## src/rtl/axis_circular_reader_pkg.sv

```systemverilog
`default_nettype none
// ============================================================================
// Module      : axis_circular_reader_pkg
// Description : Shared types and constants for the circular-capture cores:
//               readout FSM encoding and output buffer sizing.
// Revision    : 1.0 - initial release
// ============================================================================
package axis_circular_reader_pkg;

    // Readout controller states
    typedef enum logic [1:0] {
        ST_IDLE  = 2'd0,
        ST_READ  = 2'd1,
        ST_DRAIN = 2'd2
    } reader_state_t;

    // Output buffer depth and the width of its occupancy count
    localparam int unsigned SKID_DEPTH = 2;
    localparam int unsigned SKID_CNT_W = $clog2(SKID_DEPTH + 1);

    // Default stream width for the stream interface
    localparam int unsigned AXIS_DEFAULT_WIDTH = 32;

    // A new BRAM read may be launched only while the beats already owned by
    // the reader (buffered plus in flight, net of this cycle's handshake)
    // leave room in the buffer for it.
    function automatic logic may_issue(input logic [SKID_CNT_W:0] outstanding);
        return outstanding < (SKID_CNT_W + 1)'(SKID_DEPTH);
    endfunction

endpackage

`default_nettype wire

```

## src/rtl/axis_circular_reader_if.sv

```systemverilog
`default_nettype none
// ============================================================================
// Module      : axis_circular_reader_if
// Description : AXI4-Stream master bundle (tdata/tvalid/tready/tlast) with
//               master and slave views.
// Revision    : 1.0 - initial release
// ============================================================================
interface axis_circular_reader_if
    import axis_circular_reader_pkg::*;
#(
    parameter int DATA_WIDTH = AXIS_DEFAULT_WIDTH
) ();

    logic [DATA_WIDTH-1:0] tdata;
    logic                  tvalid;
    logic                  tready;
    logic                  tlast;

    modport master (
        output tdata,
        output tvalid,
        output tlast,
        input  tready
    );

    modport slave (
        input  tdata,
        input  tvalid,
        input  tlast,
        output tready
    );

endinterface

`default_nettype wire

```

## src/rtl/axis_circular_reader_skid_buffer2.sv

```systemverilog
`default_nettype none
// ============================================================================
// Module      : axis_skid_buffer2
// Description : Two-entry stream FIFO with a same-cycle bypass when empty.
//               The writer is credit-controlled through count_o, so there is
//               no input ready; incoming data is either handed straight to
//               the output (empty and ready) or stored.
// Revision    : 1.0 - initial release
// ============================================================================
module axis_skid_buffer2
    import axis_circular_reader_pkg::*;
#(
    parameter int DATA_WIDTH = 32
) (
    input  wire logic                  aclk,
    input  wire logic                  aresetn,
    input  wire logic                  s_valid_i,
    input  wire logic [DATA_WIDTH-1:0] s_data_i,
    input  wire logic                  m_ready_i,
    output logic                       m_valid_o,
    output logic      [DATA_WIDTH-1:0] m_data_o,
    output logic      [SKID_CNT_W-1:0] count_o
);

    logic [DATA_WIDTH-1:0] mem_q [SKID_DEPTH];
    logic                  rd_ptr_q;
    logic                  wr_ptr_q;
    logic [SKID_CNT_W-1:0] occ_q;
    logic [SKID_CNT_W-1:0] occ_d;

    logic w_empty;
    logic w_pop;
    logic w_bypass;
    logic w_store;
    logic w_drop_head;

    assign w_empty   = (occ_q == '0);
    assign m_valid_o = !w_empty || s_valid_i;
    assign m_data_o  = w_empty ? s_data_i : mem_q[rd_ptr_q];
    assign count_o   = occ_q;

    assign w_pop       = m_valid_o && m_ready_i;
    // Input goes straight out only when nothing older is waiting
    assign w_bypass    = w_empty && m_ready_i;
    assign w_store     = s_valid_i && !w_bypass;
    assign w_drop_head = w_pop && !w_empty;

    // Next occupancy: one in for a store, one out for a pop of a stored entry
    always_comb begin
        occ_d = occ_q;
        if (w_store && !w_drop_head) begin
            occ_d = occ_q + 1'b1;
        end else if (!w_store && w_drop_head) begin
            occ_d = occ_q - 1'b1;
        end
    end

    // Occupancy and ring pointers; reset empties the buffer
    always_ff @(posedge aclk) begin
        if (!aresetn) begin
            occ_q    <= '0;
            rd_ptr_q <= 1'b0;
            wr_ptr_q <= 1'b0;
        end else begin
            occ_q <= occ_d;
            if (w_store) begin
                wr_ptr_q <= ~wr_ptr_q;
            end
            if (w_drop_head) begin
                rd_ptr_q <= ~rd_ptr_q;
            end
        end
    end

    // Data storage; contents are don't-care while the count says empty
    always_ff @(posedge aclk) begin
        if (w_store) begin
            mem_q[wr_ptr_q] <= s_data_i;
        end
    end

endmodule

`default_nettype wire

```

## src/rtl/axis_circular_reader.sv

```systemverilog
`default_nettype none
// ============================================================================
// Module      : axis_circular_reader
// Description : Reads cfg_length words out of a circular BRAM buffer starting
//               at cfg_start (wrapping at the top) and streams them on an
//               AXI4-Stream master with tlast on the final beat. Optional
//               continuous re-arming after each readout.
// Revision    : 1.0 - initial release
// ============================================================================
module axis_circular_reader
    import axis_circular_reader_pkg::*;
#(
    parameter int    AXIS_TDATA_WIDTH = 32,
    parameter int    BRAM_ADDR_WIDTH  = 16,
    parameter string CONTINUOUS       = "FALSE"
) (
    input  wire logic                        aclk,
    input  wire logic                        aresetn,

    input  wire logic [BRAM_ADDR_WIDTH-1:0]  cfg_start,
    input  wire logic [BRAM_ADDR_WIDTH:0]    cfg_length,
    input  wire logic                        start,

    output logic                             sts_busy,
    output logic      [BRAM_ADDR_WIDTH:0]    sts_count,

    output logic                             bram_porta_clk,
    output logic                             bram_porta_rst,
    output logic      [BRAM_ADDR_WIDTH-1:0]  bram_porta_addr,
    input  wire logic [AXIS_TDATA_WIDTH-1:0] bram_porta_rddata,

    axis_circular_reader_if.master           m_axis
);

    localparam bit c_continuous = (CONTINUOUS == "TRUE");
    localparam logic [BRAM_ADDR_WIDTH:0] c_len_one = (BRAM_ADDR_WIDTH + 1)'(1);

    reader_state_t               state_q;
    logic                        busy_q;
    logic [BRAM_ADDR_WIDTH-1:0]  addr_q;
    logic [BRAM_ADDR_WIDTH:0]    len_q;
    logic [BRAM_ADDR_WIDTH:0]    issued_q;
    logic [BRAM_ADDR_WIDTH:0]    count_q;
    logic                        req_q;       // read address presented this cycle
    logic                        rd_valid_q;  // BRAM data for it is on rddata

    logic                        w_valid;
    logic [AXIS_TDATA_WIDTH-1:0] w_data;
    logic [SKID_CNT_W-1:0]       w_occ;
    logic                        w_pop;
    logic                        w_last_beat;
    logic                        w_done;
    logic                        w_launch;
    logic [SKID_CNT_W:0]         w_outstanding;
    logic                        w_issue_ok;

    assign bram_porta_clk  = aclk;
    assign bram_porta_rst  = ~aresetn;
    assign bram_porta_addr = addr_q;

    assign sts_busy  = busy_q;
    assign sts_count = count_q;

    axis_skid_buffer2 #(
        .DATA_WIDTH (AXIS_TDATA_WIDTH)
    ) u_skid (
        .aclk      (aclk),
        .aresetn   (aresetn),
        .s_valid_i (rd_valid_q),
        .s_data_i  (bram_porta_rddata),
        .m_ready_i (m_axis.tready),
        .m_valid_o (w_valid),
        .m_data_o  (w_data),
        .count_o   (w_occ)
    );

    assign m_axis.tvalid = w_valid;
    assign m_axis.tdata  = w_data;
    assign m_axis.tlast  = w_valid && w_last_beat;

    assign w_pop       = w_valid && m_axis.tready;
    assign w_last_beat = (count_q + 1'b1 == len_q);
    assign w_done      = (state_q == ST_DRAIN) && w_pop && w_last_beat;

    // Beats already committed to the buffer, counting this cycle's handshake
    assign w_outstanding = {1'b0, w_occ}
                         + (SKID_CNT_W + 1)'(req_q)
                         + (SKID_CNT_W + 1)'(rd_valid_q)
                         - (SKID_CNT_W + 1)'(w_pop);
    assign w_issue_ok    = may_issue(w_outstanding);

    // A readout starts from idle on request, or straight after the final beat
    // when re-arming; a zero length never starts anything.
    assign w_launch = (cfg_length != '0)
                   && (((state_q == ST_IDLE) && start) || (c_continuous && w_done));

    // Readout controller: latches the configuration, issues one BRAM read per
    // free buffer slot, and tracks accepted beats.
    always_ff @(posedge aclk) begin
        if (!aresetn) begin
            state_q    <= ST_IDLE;
            busy_q     <= 1'b0;
            addr_q     <= '0;
            len_q      <= '0;
            issued_q   <= '0;
            count_q    <= '0;
            req_q      <= 1'b0;
            rd_valid_q <= 1'b0;
        end else begin
            rd_valid_q <= req_q;
            req_q      <= 1'b0;
            if (w_pop) begin
                count_q <= count_q + 1'b1;
            end

            if (w_launch) begin
                // First read goes out on the launch edge itself
                state_q  <= (cfg_length == c_len_one) ? ST_DRAIN : ST_READ;
                busy_q   <= 1'b1;
                len_q    <= cfg_length;
                addr_q   <= cfg_start;
                issued_q <= c_len_one;
                count_q  <= '0;
                req_q    <= 1'b1;
            end else begin
                case (state_q)
                    ST_IDLE: begin
                    end
                    ST_READ: begin
                        if (w_issue_ok) begin
                            addr_q   <= addr_q + 1'b1;
                            issued_q <= issued_q + 1'b1;
                            req_q    <= 1'b1;
                            if (issued_q + 1'b1 == len_q) begin
                                state_q <= ST_DRAIN;
                            end
                        end
                    end
                    ST_DRAIN: begin
                        if (w_done) begin
                            state_q <= ST_IDLE;
                            busy_q  <= 1'b0;
                        end
                    end
                    default: begin
                        state_q <= ST_IDLE;
                        busy_q  <= 1'b0;
                    end
                endcase
            end
        end
    end

endmodule

`default_nettype wire

```

## src/flat_wrapper.sv

```systemverilog
// flat-port wrapper written by rule: the top's interface ports become plain ports
module axis_circular_reader_flat import axis_circular_reader_pkg::*;
#(
    parameter int    AXIS_TDATA_WIDTH = 32,
    parameter int    BRAM_ADDR_WIDTH  = 16,
    parameter string CONTINUOUS       = "     "
)
  (aclk, aresetn, cfg_start, cfg_length, start, sts_busy, sts_count, bram_porta_clk, bram_porta_rst, bram_porta_addr, bram_porta_rddata, m_axis_tdata, m_axis_tvalid, m_axis_tlast, m_axis_tready);
  axis_circular_reader_if #(.DATA_WIDTH((32))) m_axis_i ();
  input  wire logic aclk;
  input  wire logic aresetn;
  input  wire logic [BRAM_ADDR_WIDTH-1:0] cfg_start;
  input  wire logic [BRAM_ADDR_WIDTH:0] cfg_length;
  input  wire logic start;
  output logic sts_busy;
  output logic      [BRAM_ADDR_WIDTH:0] sts_count;
  output logic bram_porta_clk;
  output logic bram_porta_rst;
  output logic      [BRAM_ADDR_WIDTH-1:0] bram_porta_addr;
  input  wire logic [AXIS_TDATA_WIDTH-1:0] bram_porta_rddata;
  output wire logic [$bits(m_axis_i.tdata)-1:0] m_axis_tdata;
  output wire logic [$bits(m_axis_i.tvalid)-1:0] m_axis_tvalid;
  output wire logic [$bits(m_axis_i.tlast)-1:0] m_axis_tlast;
  input wire logic [$bits(m_axis_i.tready)-1:0] m_axis_tready;
  assign m_axis_tdata = m_axis_i.tdata;
  assign m_axis_tvalid = m_axis_i.tvalid;
  assign m_axis_tlast = m_axis_i.tlast;
  assign m_axis_i.tready = m_axis_tready;
  axis_circular_reader #(.AXIS_TDATA_WIDTH(AXIS_TDATA_WIDTH), .BRAM_ADDR_WIDTH(BRAM_ADDR_WIDTH), .CONTINUOUS(CONTINUOUS)) u_core (.aclk(aclk), .aresetn(aresetn), .cfg_start(cfg_start), .cfg_length(cfg_length), .start(start), .sts_busy(sts_busy), .sts_count(sts_count), .bram_porta_clk(bram_porta_clk), .bram_porta_rst(bram_porta_rst), .bram_porta_addr(bram_porta_addr), .bram_porta_rddata(bram_porta_rddata), .m_axis(m_axis_i));
endmodule
```

## config.mk

```make
export PLATFORM = sky130hd
export DESIGN_NAME = axis_circular_reader_flat
export DESIGN_NICKNAME = d
export VERILOG_FILES = /design/src/rtl/axis_circular_reader_pkg.sv /design/src/rtl/axis_circular_reader_if.sv /design/src/rtl/axis_circular_reader_skid_buffer2.sv /design/src/rtl/axis_circular_reader.sv /design/src/flat_wrapper.sv
export SDC_FILE = /design/constraint.sdc
export NUM_CORES = 1
export LEC_CHECK = 0
export ABC_AREA = 1
export CAP_MARGIN = 10
export CORE_MARGIN = 2
export CORE_UTILIZATION = 30
export DETAILED_ROUTE_END_ITERATION = 10
export SLEW_MARGIN = 20
export SYNTH_ARGS = -nofsm -noshare
export SYNTH_HDL_FRONTEND = slang
export SYNTH_SLANG_ARGS = --single-unit
```

## constraint.sdc

```tcl
create_clock -name aclk -period 10.08 [get_ports aclk]
set_input_delay 1.008 -clock aclk [delete_from_list [all_inputs] [get_ports aclk]]
set_output_delay 1.008 -clock aclk [all_outputs]
set_load 0.01 [all_outputs]
```

==> Flow_metrics.wiki, run 1 <==
{| class="wikitable"
! Metric !! Value
|-
| Initial antenna violation count || 0
|-
| Yosys warning total || 0
|-
| Starting utilization of the core area || 30.6%
|-
| Most frequent standard cell in the layout excluding fill and tap cells || sky130_fd_sc_hd__nand2_1
|-
| Setup TNS || 0 ns
|-
| Quantity of I/O buffers inserted on ports || 138
|-
| Commonest cells after routing, fill and taps aside || sky130_fd_sc_hd__nand2_1 (295), sky130_fd_sc_hd__clkdlybuf4s50_1 (138), sky130_fd_sc_hd__inv_1 (115)
|-
| Post-Layout Cell Count || 1,471
|-
| Count of nets left with antenna violations after detail routing || 0
|-
| Non-Filler Cell Area, Final || 9800 sq um
|-
| Met2 global-route usage || 24.4%
|-
| Layout cell share with drive strength beyond 1 || 5.84%
|-
| CP Capture Type || output pin
|-
| Worst-margin pin slew || 0.721 ns
|-
| Final setup viols || 0
|-
| Arrival time at the worst endpoint || 5.75 ns
|-
| Horizontal die dimension || 161 um
|-
| Average size of a mapped cell || 7.39 sq um
|-
| Distinct cell type count of the synthesized netlist || 47
|-
| Sequential element share of the synthesized area || 46.6%
|-
| Post-synth design cell area || 7430 sq um
|-
| Leak pwr || 3.81 nW
|-
| Number of cell rows || 57
|-
| Nets@finish || 1,209
|-
| Routing usage on met1 || 20.5%
|-
| Result of the run || finished clean
|-
| Top post-synthesis cells by area || sky130_fd_sc_hd__edfxtp_1 (26%), sky130_fd_sc_hd__dfxtp_1 (21%), sky130_fd_sc_hd__nand2_1 (15%)
|-
| Starting DRC count in detailed routing || 444
|-
| Post-detailed-route wirelength per cell || 13.5 um
|-
| Count of hold-fix buffers inserted at cts || 0
|-
| Core area || 24,300 sq um
|-
| GRT Total Usage || 15.2%
|-
| Final RePlAce weighted congestion || 0.845
|-
| Multi-input logic area || 3390 sq um
|-
| Cell accounting for the most synthesized area || sky130_fd_sc_hd__edfxtp_1
|-
| Cell count after placement || 1,436
|-
| Setup repair after global routing missed its margin || no
|-
| Overall via count from detail_route || 6,914
|-
| Clock-pin transition on the worst setup and hold timing paths || 0.06 ns
|-
| Residual DRC || 0
|-
| Maximum number of pins on one net before global-route repair || 67
|-
| Drt total wl || 19,800 um
|-
| Clock latency on the worst-skew pair || 0.54 ns
|-
| Congestion Overflow GR || 0
|-
| Headroom to the max-slew limit || 51.8%
|-
| Number of vias per cell after detailed routing || 4.70
|-
| Ratio of total power to cell area || 223 nW/um^2
|-
| Worst hold margin || 0.443 ns
|-
| Num ports || 139
|-
| Final number of max-transition violations || 0
|-
| Slack of the critical path || 3.32 ns
|-
| Router iterations before antenna repair || 5
|-
| Die area || 26,100 sq um
|-
| Hold WC Path Type || flip-flop to flip-flop
|-
| Worst voltage drop across the vdd grid || 0.000118 V
|-
| Vias in the first global route || 6,235
|-
| Mapped Nets || 1,081
|-
| GR Util met3 || 3.11%
|-
| Post-synth EDFFs || 64
|-
| Flop and latch count out of synthesis || 141
|-
| Most frequently used flop master after synthesis || sky130_fd_sc_hd__dfxtp_1
|-
| Post-placement setup slack || 3.58 ns
|-
| Filler instances || 2,473
|-
| Placed cell areas || 9130 sq um
|-
| Final HPWL from detailed placement || 14,100 um
|-
| Clock tree from TritonCTS || done
|-
| Fraction of post-synthesis cell area in the top cell type by area || 25.8%
|-
| Number of instances resized during post-cts repair || 0
|-
| Critical path startpoint category || clock port
|-
| Most used routing layer in global routing || met2
|-
| # diodes || 0
|-
| Endpoint required time on the critical path || 9.07 ns
|-
| Gate count after technology mapping || 1,006
|-
| Kind of critical path || clock port to output pin
|-
| Power consumption || 2.18 mW
|-
| First-pass GRT wire length || 31,400 um
|-
| Core Util, Final || 40.3%
|-
| Area Growth Syn to Fin || 31.8%
|-
| Max-capacitance violation count || 0
|-
| Final-report hold violation count || 0
|-
| Post-CTS Setup Bufs || 0
|-
| Final setup skew || 0.0127 ns
|-
| Sequential standard cell area || 3470 sq um
|-
| Async SR Flop Fraction || 0%
|-
| DIE HEIGHT || 161 um
|-
| Max Fanout on Critical Path || 2
|}
synthesized netlist by cell type, drive strengths merged (3+ instances only):
cell / number
nor2: 93
xnor2: 4
inv: 117
edfxtp: 64
or2: 3
nand3: 78
buf: 10
o21bai: 3
nand4: 12
clkbuf: 28
a221oi: 3
nor4: 4
o21ai: 105
dfxtp: 77
nand2: 300
ha: 5
a31oi: 7
xor2: 7
a211oi: 4
a21oi: 64
registers in the layout, summed over array words and instances, names as in the netlist, named ones only:
| register | flops |
|---|---|
| u_core.bram_porta_addr | 16 |
| u_core.issued_q | 17 |
| u_core.len_q | 17 |
| u_core.rd_valid_q | 1 |
| u_core.req_q | 1 |
| u_core.state_q | 2 |
| u_core.sts_busy | 1 |
| u_core.sts_count | 17 |
| u_core.u_skid.count_o | 2 |
| u_core.u_skid.mem_q | 64 |
| u_core.u_skid.rd_ptr_q | 1 |
| u_core.u_skid.wr_ptr_q | 1 |
path summary, 6_finish.rpt:
check / from / end / slack (ns) / cells past startpoint
setup / recovery: aclk / bram_porta_clk / 3.32 / 3
setup reg to reg: u_core.u_skid.count_o[1] / u_core.bram_porta_addr[7] / 5.46 / 16
hold / removal: u_core.u_skid.rd_ptr_q / flip-flop / 0.44 / 1
hold reg to reg: u_core.u_skid.rd_ptr_q / flip-flop / 0.44 / 1
kinds of logic after synthesis:
| family | after synthesis | synth area share, % |
|---|---|---|
| and+or+nand+nor | 497 | 28.4 |
| AOI/OAI and AO/OA | 193 | 14.0 |
| buffers and inverters | 156 | 8.04 |
| DFF | 141 | 46.6 |
| xor gates and xnor gates | 13 | 1.90 |
| adders and majority gates | 6 | 1.11 |
layer usage:
metal / wire [um] / vias up / share of wire, %
li1: - / 3578 / -
met1: 9200 / 3111 / 46
met2: 9210 / 203 / 46
met3: 1150 / 22 / 5.8
met4: 262 / 0 / 1.3
met5: 0 / - / 0
critical path: stages:
cell and delay [ns]:
sky130_fd_sc_hd__clkbuf_16 0.12, sky130_fd_sc_hd__clkbuf_16 0.13, sky130_fd_sc_hd__clkdlybuf4s50_1 0.46
where the power goes:
| group | leakage [nW] | internal, mW | switching [mW] |
|---|---|---|---|
| combinational | 2.28 | 0.319 | 0.412 |
| sequential | 1.21 | 0.671 | 0.0803 |
| clock | 0.327 | 0.410 | 0.288 |
final cells by class:
type / count / share of cell area [%]
Tap cell: 324 / 4.14
Inverter: 118 / 4.53
Sequential cell: 141 / 35.4
Timing Repair Buffer: 143 / 14.5
Multi-Input combinational cell: 709 / 34.6
Clock inverter: 15 / 1.71
Clock buffer: 21 / 5.21
(Power assumes the default switching activity.)
==> run 2: changes to the inputs <==
==> constraint.sdc (replaced) <==
create_clock -name aclk -period 6.66 [get_ports aclk]
set_input_delay 0.666 -clock aclk [delete_from_list [all_inputs] [get_ports aclk]]
set_output_delay 0.666 -clock aclk [all_outputs]
set_load 0.01 [all_outputs]
==> Flow_metrics.wiki, run 2 (same netlist as run 1, synthesis figures left out) <==
{| class="wikitable"
! Metric !! Value
|-
| Cell breakdown of the critical path || clkbuf_16 > clkbuf_16 > clkdlybuf4s50_1
|-
| Max reg flops || 64
|-
| Worst path max stage delay || 0.46 ns
|-
| Headroom to the max-slew limit || 33.8%
|-
| Critical path buffers and inverters || 3
|-
| Ratio of total power to cell area || 340 nW/um^2
|-
| Commonest cells after routing, fill and taps aside || sky130_fd_sc_hd__nand2_1 (295), sky130_fd_sc_hd__clkdlybuf4s50_1 (138), sky130_fd_sc_hd__inv_1 (115)
|-
| GRT Total Usage || 15.1%
|-
| Core area || 24,300 sq um
|-
| Endpoint required time on the critical path || 5.99 ns
|-
| Crit path from || aclk
|-
| Arrival time at the worst endpoint || 4.04 ns
|-
| Final number of max-transition violations || 0
|-
| Most frequent standard cell in the layout excluding fill and tap cells || sky130_fd_sc_hd__nand2_1
|-
| Placed cell areas || 9130 sq um
|-
| Master of the slowest instance on the critical path || sky130_fd_sc_hd__clkdlybuf4s50_1
|-
| Vias in the first global route || 6,249
|-
| Start point of the worst hold path || u_core.u_skid.rd_ptr_q
|-
| Number of cell rows || 57
|-
| Power share of the combinational group || 33.2%
|-
| Total net switching power || 1.18 mW
|-
| # diodes || 0
|-
| Sequential group share of total power || 34.0%
|-
| Clock latency on the worst-skew pair || 0.53 ns
|-
| Layout cell share with drive strength beyond 1 || 5.92%
|-
| Worst-margin pin slew || 0.994 ns
|-
| Clock power share || 32.8%
|-
| Register containing the most flip-flops in the final layout || u_core.u_skid.mem_q
|-
| Post-detailed-route wirelength per cell || 13.4 um
|-
| First-pass GRT wire length || 31,300 um
|-
| Num ports || 139
|-
| Final RePlAce weighted congestion || 0.873
|-
| Final setup skew || 0.00838 ns
|-
| Die area || 26,100 sq um
|-
| Setup repair after global routing missed its margin || no
|-
| Startpoint of the worst register-to-register path || u_core.u_skid.count_o[1]
|-
| Post-CTS Setup Bufs || 0
|-
| Number of vias per cell after detailed routing || 4.65
|-
| Worst voltage drop across the vdd grid || 0.000198 V
|-
| Final HPWL from detailed placement || 14,300 um
|-
| Final-report hold violation count || 0
|-
| Result of the run || finished clean
|-
| Congestion Overflow GR || 0
|-
| Area Growth Syn to Fin || 32.2%
|-
| Critical path startpoint category || clock port
|-
| Hold WC Path Type || flip-flop to flip-flop
|-
| Router iterations before antenna repair || 5
|-
| Switching portion of total power || 35.3%
|-
| Overall via count from detail_route || 6,843
|-
| Maximum number of pins on one net before global-route repair || 67
|-
| Nets@finish || 1,210
|-
| Max-capacitance violation count || 0
|-
| Final setup viols || 0
|-
| Non-Filler Cell Area, Final || 9830 sq um
|-
| Initial antenna violation count || 0
|-
| Leak pwr || 3.83 nW
|-
| Kind of critical path || clock port to output pin
|-
| Horizontal die dimension || 161 um
|-
| Starting DRC count in detailed routing || 370
|-
| Count of hold-fix buffers inserted at cts || 0
|-
| Drt total wl || 19,700 um
|-
| Largest delay contributor family on the critical path || buffers and inverters
|-
| Count of nets left with antenna violations after detail routing || 0
|-
| Clock-pin transition on the worst setup and hold timing paths || 0.06 ns
|-
| Number of instances resized during post-cts repair || 0
|-
| Residual DRC || 0
|-
| Starting utilization of the core area || 30.6%
|-
| Internal power of the cells || 2.16 mW
|-
| Max Fanout on Critical Path || 2
|-
| DIE HEIGHT || 161 um
|-
| Critical path's most frequent cell || sky130_fd_sc_hd__clkbuf_16
|-
| Setup TNS || 0 ns
|-
| Quantity of I/O buffers inserted on ports || 138
|-
| Clock tree from TritonCTS || done
|-
| CP Capture Type || output pin
|}
[run 2: final timing paths]
| kind | to | slack, ns | cells past startpoint |
|---|---|---|---|
| worst max-delay path | bram_porta_clk | 1.95 | 3 |
| worst min register to register | flip-flop | 0.44 | 1 |
| worst max register to register | u_core.bram_porta_addr[4] | 2.27 | 17 |
| worst min-delay path | flip-flop | 0.44 | 1 |
[run 2: final cells by class]
cell class                 instances  area, sq um
clock buffer                      21          510
multi-input combinational        709         3390
clock inverter                    15          194
sequential                       141         3460
tap                              324          405
timing repair buffer             144         1420
inverter                         118          444
fill                            2501        14500
[run 2: power by group through the flow]
stage          logic, mW  clock network, mW  registers, mW
6_report            1.11               1.10           1.14
5_1_grt             1.24               1.17           1.15
4_1_cts             1.12               1.12           1.14
3_5_place_dp        1.12             0.0153           1.16
3_3_place_gp        1.11             0.0153           1.16
2_1_floorplan      0.650             0.0124           1.11
[run 2: layer usage]
layer  part of all wire [%]  routed length, um  vias up  track usage (%)
met5                      0                  0        -                0
met4                    1.6                325        0             4.55
met3                    4.5                885       26             3.16
met2                     46               9020      177             24.5
met1                     48               9490     3062             20.3
li1                       -                  -     3578                -
[run 2: metrics by stage]
step                total power, mW  setup slack [ns]  util [%]  hold WS (ns)  std cells
finish                         3.34              1.95      40.4         0.444       1472
CTS                            3.38              1.95      40.4         0.448       1472
detailed placement             2.29              1.74      37.6         0.435       1437
global placement               2.28              1.81      37.6         0.435       1437
floorplan                      1.78              2.54         -         0.420       1006
global route                   3.56              1.85      40.4         0.461       1472
